## config.mk

```make
export PLATFORM = sky130hd
export DESIGN_NAME = rf_sequencer
export DESIGN_NICKNAME = d
export VERILOG_FILES = /design/src/rtl/rf_sequencer.sv
export SDC_FILE = /design/constraint.sdc
export NUM_CORES = 1
export LEC_CHECK = 0
export ABC_AREA = 1
export ABC_CLOCK_PERIOD_IN_PS = 3500
export BUFFER_PORTS_ARGS = -buffer_cell sky130_fd_sc_hd__buf_2
export CELL_PAD_IN_SITES_DETAIL_PLACEMENT = 0
export CELL_PAD_IN_SITES_GLOBAL_PLACEMENT = 1
export CORE_MARGIN = 3
export CORE_UTILIZATION = 42
export CTS_CLUSTER_DIAMETER = 30
export CTS_CLUSTER_SIZE = 24
export DETAILED_ROUTE_END_ITERATION = 6
export GPL_ROUTABILITY_DRIVEN = 0
export GPL_TIMING_DRIVEN = 0
export PLACE_DENSITY = 0.81
export SLEW_MARGIN = 20
export SYNTH_ARGS = -nofsm -noshare
export SYNTH_HDL_FRONTEND = slang
export SYNTH_SLANG_ARGS = --single-unit
```

## constraint.sdc

```tcl
create_clock -name clk -period 3.5 [get_ports clk]
set_clock_uncertainty 0.05 [all_clocks]
set_input_delay 0.35 -clock clk [delete_from_list [all_inputs] [get_ports clk]]
set_output_delay 0.35 -clock clk [all_outputs]
set_load 0.02 [all_outputs]
```

## src/rtl/rf_sequencer.sv

```systemverilog
// Initiator-side controller for the 8x16 register file: accepts one instruction
// per valid/ready handshake, reads two operands, computes an ALU result and commits it.
module rf_sequencer #(
    parameter int DW = 16,
    parameter int AW = 3
) (
    input  logic          clk,
    input  logic          rst,
    input  logic          in_valid,
    input  logic [15:0]   in_instr,
    output logic          in_ready,
    output logic [AW-1:0] rf_rd_adrs_a,
    output logic [AW-1:0] rf_rd_adrs_b,
    input  logic [DW-1:0] rf_oper_a,
    input  logic [DW-1:0] rf_oper_b,
    output logic [AW-1:0] rf_wt_adrs,
    output logic [DW-1:0] rf_wt_data,
    output logic          rf_write,
    output logic          rf_step,
    output logic          done,
    output logic          busy,
    output logic          flag_z,
    output logic          flag_c,
    output logic          flag_n,
    output logic          err
);

    typedef enum logic [1:0] {IDLE, FETCH, EXEC, WB} state_t;

    typedef enum logic [3:0] {
        OP_NOP  = 4'h0, OP_ADD  = 4'h1, OP_SUB = 4'h2, OP_AND = 4'h3,
        OP_OR   = 4'h4, OP_XOR  = 4'h5, OP_NOT = 4'h6, OP_SHL = 4'h7,
        OP_SHR  = 4'h8, OP_ADDI = 4'h9, OP_LDI = 4'hA, OP_MOV = 4'hB
    } op_t;

    state_t        state, stateNext;
    logic [15:0]   instrQ;
    logic [DW-1:0] operA, operB, resultQ;
    logic [AW-1:0] rdQ;
    logic          nextZ, nextC, nextN;
    logic          doneQ, zQ, cQ, nQ, errQ;
    logic [DW:0]   aluWide;
    logic [DW-1:0] immS, immZ;
    op_t           op;
    logic          isLegal, writes;

    assign op      = op_t'(instrQ[15:12]);
    assign isLegal = (instrQ[15:12] <= 4'hB);
    assign writes  = isLegal && (instrQ[15:12] != 4'h0);
    assign immS    = {{(DW-6){instrQ[5]}}, instrQ[5:0]};
    assign immZ    = {{(DW-9){1'b0}}, instrQ[8:0]};

    // Bit DW of aluWide is the carry/borrow/shifted-out bit for every op.
    always_comb begin
        // NOTE: every combinational output gets a default first so no path infers a latch.
        aluWide = '0;
        case (op)
            OP_ADD:  aluWide = {1'b0, operA} + {1'b0, operB};
            OP_SUB:  aluWide = {1'b0, operA} - {1'b0, operB};
            OP_AND:  aluWide = {1'b0, operA & operB};
            OP_OR:   aluWide = {1'b0, operA | operB};
            OP_XOR:  aluWide = {1'b0, operA ^ operB};
            OP_NOT:  aluWide = {1'b0, ~operA};
            OP_SHL:  aluWide = {operA, 1'b0};
            OP_SHR:  aluWide = {operA[0], 1'b0, operA[DW-1:1]};
            OP_ADDI: aluWide = {1'b0, operA} + {1'b0, immS};
            OP_LDI:  aluWide = {1'b0, immZ};
            OP_MOV:  aluWide = {1'b0, operA};
            default: aluWide = '0;
        endcase
    end

    always_comb begin
        stateNext = state;
        case (state)
            IDLE:    if (in_valid) stateNext = FETCH;
            FETCH:   stateNext = EXEC;
            EXEC:    stateNext = WB;
            WB:      stateNext = IDLE;
            default: stateNext = IDLE;
        endcase
    end

    always_ff @(posedge clk or posedge rst) begin
        if (rst) begin
            state <= IDLE;
        end else begin
            // NOTE: sequential state uses non-blocking assignment so every register samples pre-edge values.
            state <= stateNext;
        end
    end

    always_ff @(posedge clk or posedge rst) begin
        if (rst) begin
            instrQ  <= '0;
            operA   <= '0;
            operB   <= '0;
            resultQ <= '0;
            rdQ     <= '0;
            nextZ   <= 1'b0;
            nextC   <= 1'b0;
            nextN   <= 1'b0;
            doneQ   <= 1'b0;
            zQ      <= 1'b0;
            cQ      <= 1'b0;
            nQ      <= 1'b0;
            errQ    <= 1'b0;
        end else begin
            doneQ <= (state == WB);
            case (state)
                IDLE: if (in_valid) instrQ <= in_instr;
                FETCH: begin
                    operA <= rf_oper_a;
                    operB <= rf_oper_b;
                end
                EXEC: begin
                    resultQ <= aluWide[DW-1:0];
                    rdQ     <= instrQ[11:9];
                    nextZ   <= (aluWide[DW-1:0] == '0);
                    nextC   <= aluWide[DW];
                    nextN   <= aluWide[DW-1];
                end
                WB: begin
                    // Flags commit together with the register write; non-writing ops keep the old flags.
                    if (writes) begin
                        zQ <= nextZ;
                        cQ <= nextC;
                        nQ <= nextN;
                    end
                    if (!isLegal) errQ <= 1'b1;
                end
                default: ;
            endcase
        end
    end

    // Write strobes decode straight from state, so reset drops them without waiting for a clock.
    assign in_ready     = (state == IDLE);
    assign busy         = (state != IDLE);
    assign rf_step      = (state == WB);
    assign rf_write     = (state == WB) && writes;
    assign rf_rd_adrs_a = instrQ[8:6];
    assign rf_rd_adrs_b = instrQ[5:3];
    assign rf_wt_adrs   = rdQ;
    assign rf_wt_data   = resultQ;
    assign done         = doneQ;
    assign flag_z       = zQ;
    assign flag_c       = cQ;
    assign flag_n       = nQ;
    assign err          = errQ;

endmodule

```

**Yosys cells after proc, flatten, opt, wreduce, memory -nomap -nowiden**

Index checks and enable logic that the tools add are counted.

- Divide/modulo/power cells: 0
- Order comparisons: 1
- Equality and inequality tests: 15
- Add/subtract/negate cells: 3
- Shift operators: 0
- Bitwise operators: 5
- Multipliers: 0
- Muxes and demuxes: 3
- Reductions and logical operators: 9

Operators with widths:

| cell | count |
|---|---|
| $pmux 17 s11 | 1 |
| $add 16x16->17 | 2 |
| $sub 16x16->17 | 1 |
| $and 16x16->16 | 1 |
| $eq 4x3->1 const B | 4 |
| $eq 4x4->1 const B | 4 |
| $logic_not 16->1 | 1 |
| $not 16->16 | 1 |
| $or 16x16->16 | 1 |
| $xor 16x16->16 | 1 |
| $eq 4x2->1 const B | 2 |
| $pmux 2 s4 | 1 |
| $reduce_and 2->1 | 3 |
| $eq 2x2->1 const B | 2 |
| $eq 4x1->1 const B | 1 |
| $le 4x4->1 const B | 1 |
| $reduce_bool 4->1 | 1 |
| $eq 2x1->1 const B | 1 |
| $logic_and 1x1->1 | 2 |
| $logic_not 2->1 | 1 |
| $mux 2 | 1 |
| $ne 2x2->1 const B | 1 |
| $reduce_bool 2->1 | 1 |
| $not 1->1 | 1 |

- Latch bits: 0
- Bits in registers: 77
- RAM bits: 0
- Output and inout bits: 34
- ROM bits: 0
- Memories: 0
- Bits of input ports: 51
- Word-level logic and storage cells: 50

**Logic depth before layout (Yosys ltp)**

- Depth after elaboration: 3
- Mapped depth: 26
- Gate-level depth less buffers: 26

**Least setup slack after synthesis**

OpenSTA, ideal clock, no wires.

- Kind: reg-to-reg
- From: register operB[1]
- To: register nextZ
- Data arrival time: 2.800 ns
- Setup time: 0.066 ns
- Stages on the path, launching flop included: 24
- Required time: 3.384 ns
- Path slack: 0.584 ns
- Buffers on the path: 0
- Clock period less this slack: 2.916 ns
- Cells stage by stage: dfrtp_1 inv_1 ha_1 nand4_1 nor2_1 nand2_1 nor2_1 inv_1 nor2_1 nand3_1 nand3_1 a22oi_1 ha_1 nand2_1 nor2_1 and2_1 nand2_1 nand2_1 nand2_1 nand3_1 nand4_1 nor2_1 nand3_1 nand2_1

- Cells in the longest elaborated chain, start to end: 3
- Elaborated cells on any way between the ends: 7
- Those cells by class: 2 x add/sub; 1 x mux; 3 x bitwise; 1 x reduce/logical

RTL lines:

| what | line | text |
|---|---|---|
| from (decl) | 38 | `logic [DW-1:0] operA, operB, resultQ;` |
| from (signal assigned) | 114 | `operB <= rf_oper_b;` |
| $sub 16x16->17, or another cell as far along | 59 | `OP_SUB: aluWide = {1'b0, operA} - {1'b0, operB};` |
| $pmux 17 s11 (*) | 57 | `case (op)` |
| $logic_not 16->1 (*) | 119 | `nextZ <= (aluWide[DW-1:0] == '0);` |
| to (signal assigned) | 119 |  |
| to (decl) | 40 | `logic nextZ, nextC, nextN;` |

Every way passes the cells marked *; elsewhere a longest branch is shown, timed or not.
A chain may end at the register's enable or synchronous reset.

**Worst setup path in the final report**

- From: register operB[2]
- To: register nextC

- Cells in the longest elaborated chain, start to end: 2
- Elaborated cells on any way between the ends: 3
- Those cells by class: 2 x add/sub; 1 x mux

RTL lines:

| what | line | text |
|---|---|---|
| $sub 16x16->17 / $add 16x16->17 (equally long branches) | 59, 58 |  |
| $pmux 17 s11 (*) | 57 |  |
| to (signal assigned) | 120 | `nextC <= aluWide[DW];` |
| to (decl) | 40 |  |

Marks and branches as above.

==> results.sh <==
export IMPL_run_status="finished clean"
export IMPL_hold_viol=0
export IMPL_synth_warning_count=0
export IMPL_p_clk_share_pct=11.8
export IMPL_worst_setup_hold_path_clk_slew_ns=0.06
export IMPL_syn_inst=864
export IMPL_dr_pass1_iterations=6
export IMPL_setup_total_negative_slack_ns=0
export IMPL_setup_violations_final=0
export IMPL_grt_pass1_vias=5683
export IMPL_port_buffers=84
export IMPL_clk_root_buffer_cell="sky130_fd_sc_hd__clkbuf_16"
export IMPL_endpoint_kind="flop"
export IMPL_post_route_worst_setup_slack_ns=0.202
export IMPL_post_synth_fa_ha_maj_area_fraction_pct=12.1
export IMPL_finalCriticalPeriod_ns=3.30
export IMPL_p_seq_share_pct=23.3
export IMPL_synth_seq_cells=76
export IMPL_insertedDiodeCount=0
export IMPL_power_net_switching_mw=4.07
export IMPL_synth_sequential_area_ratio_pct=31.9
export IMPL_detail_route_wl_per_cell_um=16.1
export IMPL_cts_buffer_depth=2
export IMPL_layout_drive_gt1_share_pct=19.8
export IMPL_detailroute_via_count=5922
export IMPL_wire_length_of_the_first_global_routing_pass_mm=29.8
export IMPL_p_comb_share_pct=64.9
export IMPL_ant_nets=0
export IMPL_max_freq_mhz=303
export IMPL_cts_sinks=76
export IMPL_static_leakage_power_nw=3.69
export IMPL_worst_slew_margin_rel_pct=55.3
export IMPL_critPathKind="reg2reg"
export IMPL_track_usage_pct=23.9
export IMPL_design_power_total_mw=7.53
export IMPL_setup_worst_path_start_class="flop"
export IMPL_placement_rows=42
export IMPL_cell_internal_pwr_mw=3.47
export IMPL_drc=0
export IMPL_clock_insertion_delay_worst_skew_ns=0.35
export IMPL_p_per_area_nw_per_um2=1060
export IMPL_placement_setup_worst_slack_ns=-0.211
export IMPL_synthArstFlopShare_pct=100
export IMPL_fin_crit_sh_pct=94.2
export IMPL_main_combinational_cell_family_by_area_after_synthesis="simple AND/OR/NAND/NOR gates"
export IMPL_yosys_area_share_xor_xnor_pct=0.147
export IMPL_grt_overflow_total=0
export IMPL_ys_flop_type="sky130_fd_sc_hd__dfrtp_1"
export IMPL_post_synth_and_or_nand_nor_area_fraction_pct=31.1
export IMPL_maximum_number_of_pins_on_one_net_before_global_route_repair=46
export IMPL_worst_ep_required_time_ns=3.69
export IMPL_die_area_sq_um=15600
export IMPL_final_cells=1149
export IMPL_post_synth_num_cell_types=39
export IMPL_synth_mux_area_share_pct=1.13
export IMPL_initial_utilization_pct=43.9
export IMPL_mostFrequentLayoutCells="264 x sky130_fd_sc_hd__nand2_1, 103 x sky130_fd_sc_hd__inv_1, 85 x sky130_fd_sc_hd__buf_2, 76 x sky130_fd_sc_hd__dfrtp_1, 66 x sky130_fd_sc_hd__nor2_1"
export IMPL_arrival_ns=3.49
export IMPL_syn_area_per_cell_sq_um=6.89
export IMPL_cts_htree_levels=3
export IMPL_critical_path_max_fanout=6
export IMPL_routed_via_density=5.15
export IMPL_cts_inserted_buffers=9
export IMPL_number_of_slew_limit_violations_in_the_final_report=0
export IMPL_areaGrowthSynthToFinish_pct=19.8
export IMPL_tritoncts="done"
export IMPL_dp_cells=1125
export IMPL_maxCapViolCount=0
export IMPL_fin_nets=1076
export IMPL_compound_gate_fraction_of_synth_area_pct=13.8
export IMPL_worst_ir_drop_vdd_mv=0.538
export IMPL_wl_mm=18.6
export IMPL_tightestPinTransition_ns=0.671
export IMPL_antenna_found_initial=0
export IMPL_die_width_um=125
export IMPL_io_pin_count=85
export IMPL_synth_fp_nets=972
export IMPL_switching_share_pct=54.0
export IMPL_drt_initial_drc_count=406
export IMPL_layout_commonest_cell="sky130_fd_sc_hd__nand2_1"
export IMPL_hp_class="in2reg"
export IMPL_hpwl_mm=14.7
export IMPL_die_h_um=125
export IMPL_floorplan_core_area_sq_um=13600
export IMPL_mappedNetlistArea_sq_um=5950
export IMPL_count_of_flip_flops_with_a_built_in_enable_after_synthesis=0
final cells by class:
type	count	area [sq um]
timing repair buffer	93	510
tap	176	220
fill	1449	6420
inverter	115	439
buffer	26	153
clock inverter	7	52.6
multi-input combinational	647	3630
sequential	76	1900
clock buffer	9	225
path summary, 6_finish.rpt:
kind,slack (ns),end,cells after the start,from
max,0.20,nextC,19,operB[2]
min reg2reg,0.42,rf_wt_adrs[2],2,instrQ[11]
max in group asynchronous,2.30,flag_n,4,rst
max reg2reg,0.20,nextC,19,operB[2]
min,0.15,operB[1],3,rf_oper_b[1]
min in group asynchronous,0.52,operB[4],3,rst
cells in the mapped netlist, types with 3 or more instances:
cell | number | area, sq um
sky130_fd_sc_hd__nand3_1 | 44 | 220
sky130_fd_sc_hd__o21ai_1 | 3 | 15.0
sky130_fd_sc_hd__nand2_2 | 6 | 37.5
sky130_fd_sc_hd__clkbuf_1 | 14 | 52.6
sky130_fd_sc_hd__ha_1 | 56 | 701
sky130_fd_sc_hd__o22ai_1 | 10 | 62.6
sky130_fd_sc_hd__nor2_2 | 10 | 62.6
sky130_fd_sc_hd__nand4_1 | 15 | 93.8
sky130_fd_sc_hd__nor2_1 | 76 | 285
sky130_fd_sc_hd__o21ai_0 | 66 | 330
sky130_fd_sc_hd__o221ai_1 | 6 | 52.6
sky130_fd_sc_hd__a31oi_1 | 11 | 68.8
sky130_fd_sc_hd__nor3_1 | 8 | 40.0
sky130_fd_sc_hd__mux2_2 | 6 | 67.6
sky130_fd_sc_hd__inv_1 | 109 | 409
sky130_fd_sc_hd__dfrtp_1 | 76 | 1900
sky130_fd_sc_hd__buf_4 | 8 | 60.1
sky130_fd_sc_hd__nand3b_1 | 3 | 22.5
sky130_fd_sc_hd__a21oi_1 | 31 | 155
sky130_fd_sc_hd__o2111ai_1 | 3 | 26.3
sky130_fd_sc_hd__nand2_1 | 267 | 1000
sky130_fd_sc_hd__buf_6 | 3 | 33.8
sky130_fd_sc_hd__inv_2 | 5 | 18.8
sky130_fd_sc_hd__a22oi_1 | 8 | 60.1
cells by family after synthesis:
group           Yosys count
buf+inv                 141
fa+ha+maj                57
simple gates            439
mux                       6
flops                    76
compound gates          144
xor+xnor                  1
power by group through the flow:
stage / logic [mW] / registers, mW / clock network (mW)
6_report: 4.89 / 1.75 / 0.890
5_1_grt: 5.54 / 1.82 / 0.949
3_5_place_dp: 4.53 / 1.75 / 0
4_1_cts: 4.59 / 1.74 / 0.914
2_1_floorplan: 3.18 / 1.74 / 0
3_3_place_gp: 4.50 / 1.75 / 0
worst max-delay path, stage by stage, from the launching register on:
cell,delay [ns]
sky130_fd_sc_hd__dfrtp_1,0.41
sky130_fd_sc_hd__inv_2,0.12
sky130_fd_sc_hd__nand3_2,0.12
sky130_fd_sc_hd__nor2_4,0.16
sky130_fd_sc_hd__nand4_1,0.15
sky130_fd_sc_hd__nor2_2,0.22
sky130_fd_sc_hd__nand4_1,0.17
sky130_fd_sc_hd__o21ai_0,0.19
sky130_fd_sc_hd__nand2_1,0.06
sky130_fd_sc_hd__o21ai_0,0.30
sky130_fd_sc_hd__inv_1,0.08
sky130_fd_sc_hd__ha_1,0.32
sky130_fd_sc_hd__a21oi_1,0.17
sky130_fd_sc_hd__o31ai_1,0.10
sky130_fd_sc_hd__a21oi_1,0.12
sky130_fd_sc_hd__nand2_1,0.07
sky130_fd_sc_hd__a31oi_1,0.11
sky130_fd_sc_hd__o21ai_0,0.12
sky130_fd_sc_hd__nand2_1,0.08
sky130_fd_sc_hd__nand2_1,0.05
state kept, by name (all words and copies together) (netlist names):
signal and cells:
rf_wt_adrs 3, operB 16, flag_n 1, rf_wt_data 16, instrQ 16, operA 16, nextC 1, flag_c 1
nextZ 1, state 2, done 1, flag_z 1, err 1
stage by stage:
step	util [%]	instance area, sq um	hold WS (ns)
after floorplan	-	5950	0.392
after global placement	48.6	6600	0.396
after detailed placement	48.9	6630	0.355
after CTS	51.2	6940	0.145
after global routing	52.6	7130	0.152
final	52.6	7130	0.152
metal layers:
metal / share of wire, % / vias to the layer above / track usage, %
met5: 0 / - / 0
met4: 2.1 / 0 / 6.76
met3: 4.3 / 26 / 4.35
met2: 48 / 142 / 39.8
met1: 46 / 2738 / 31.9
li1: - / 3016 / -
what timing repair did:
item                                   4_1_cts  5_1_grt
setup endpoints to repair                    4        8
endpoints found under the hold margin       31        0
buffers inserted                             2        5
pin swaps                                    2       13
hold buffers                                 1        0
resized for setup                            8       43
No activity file was read; power rests on OpenSTA's default activity.
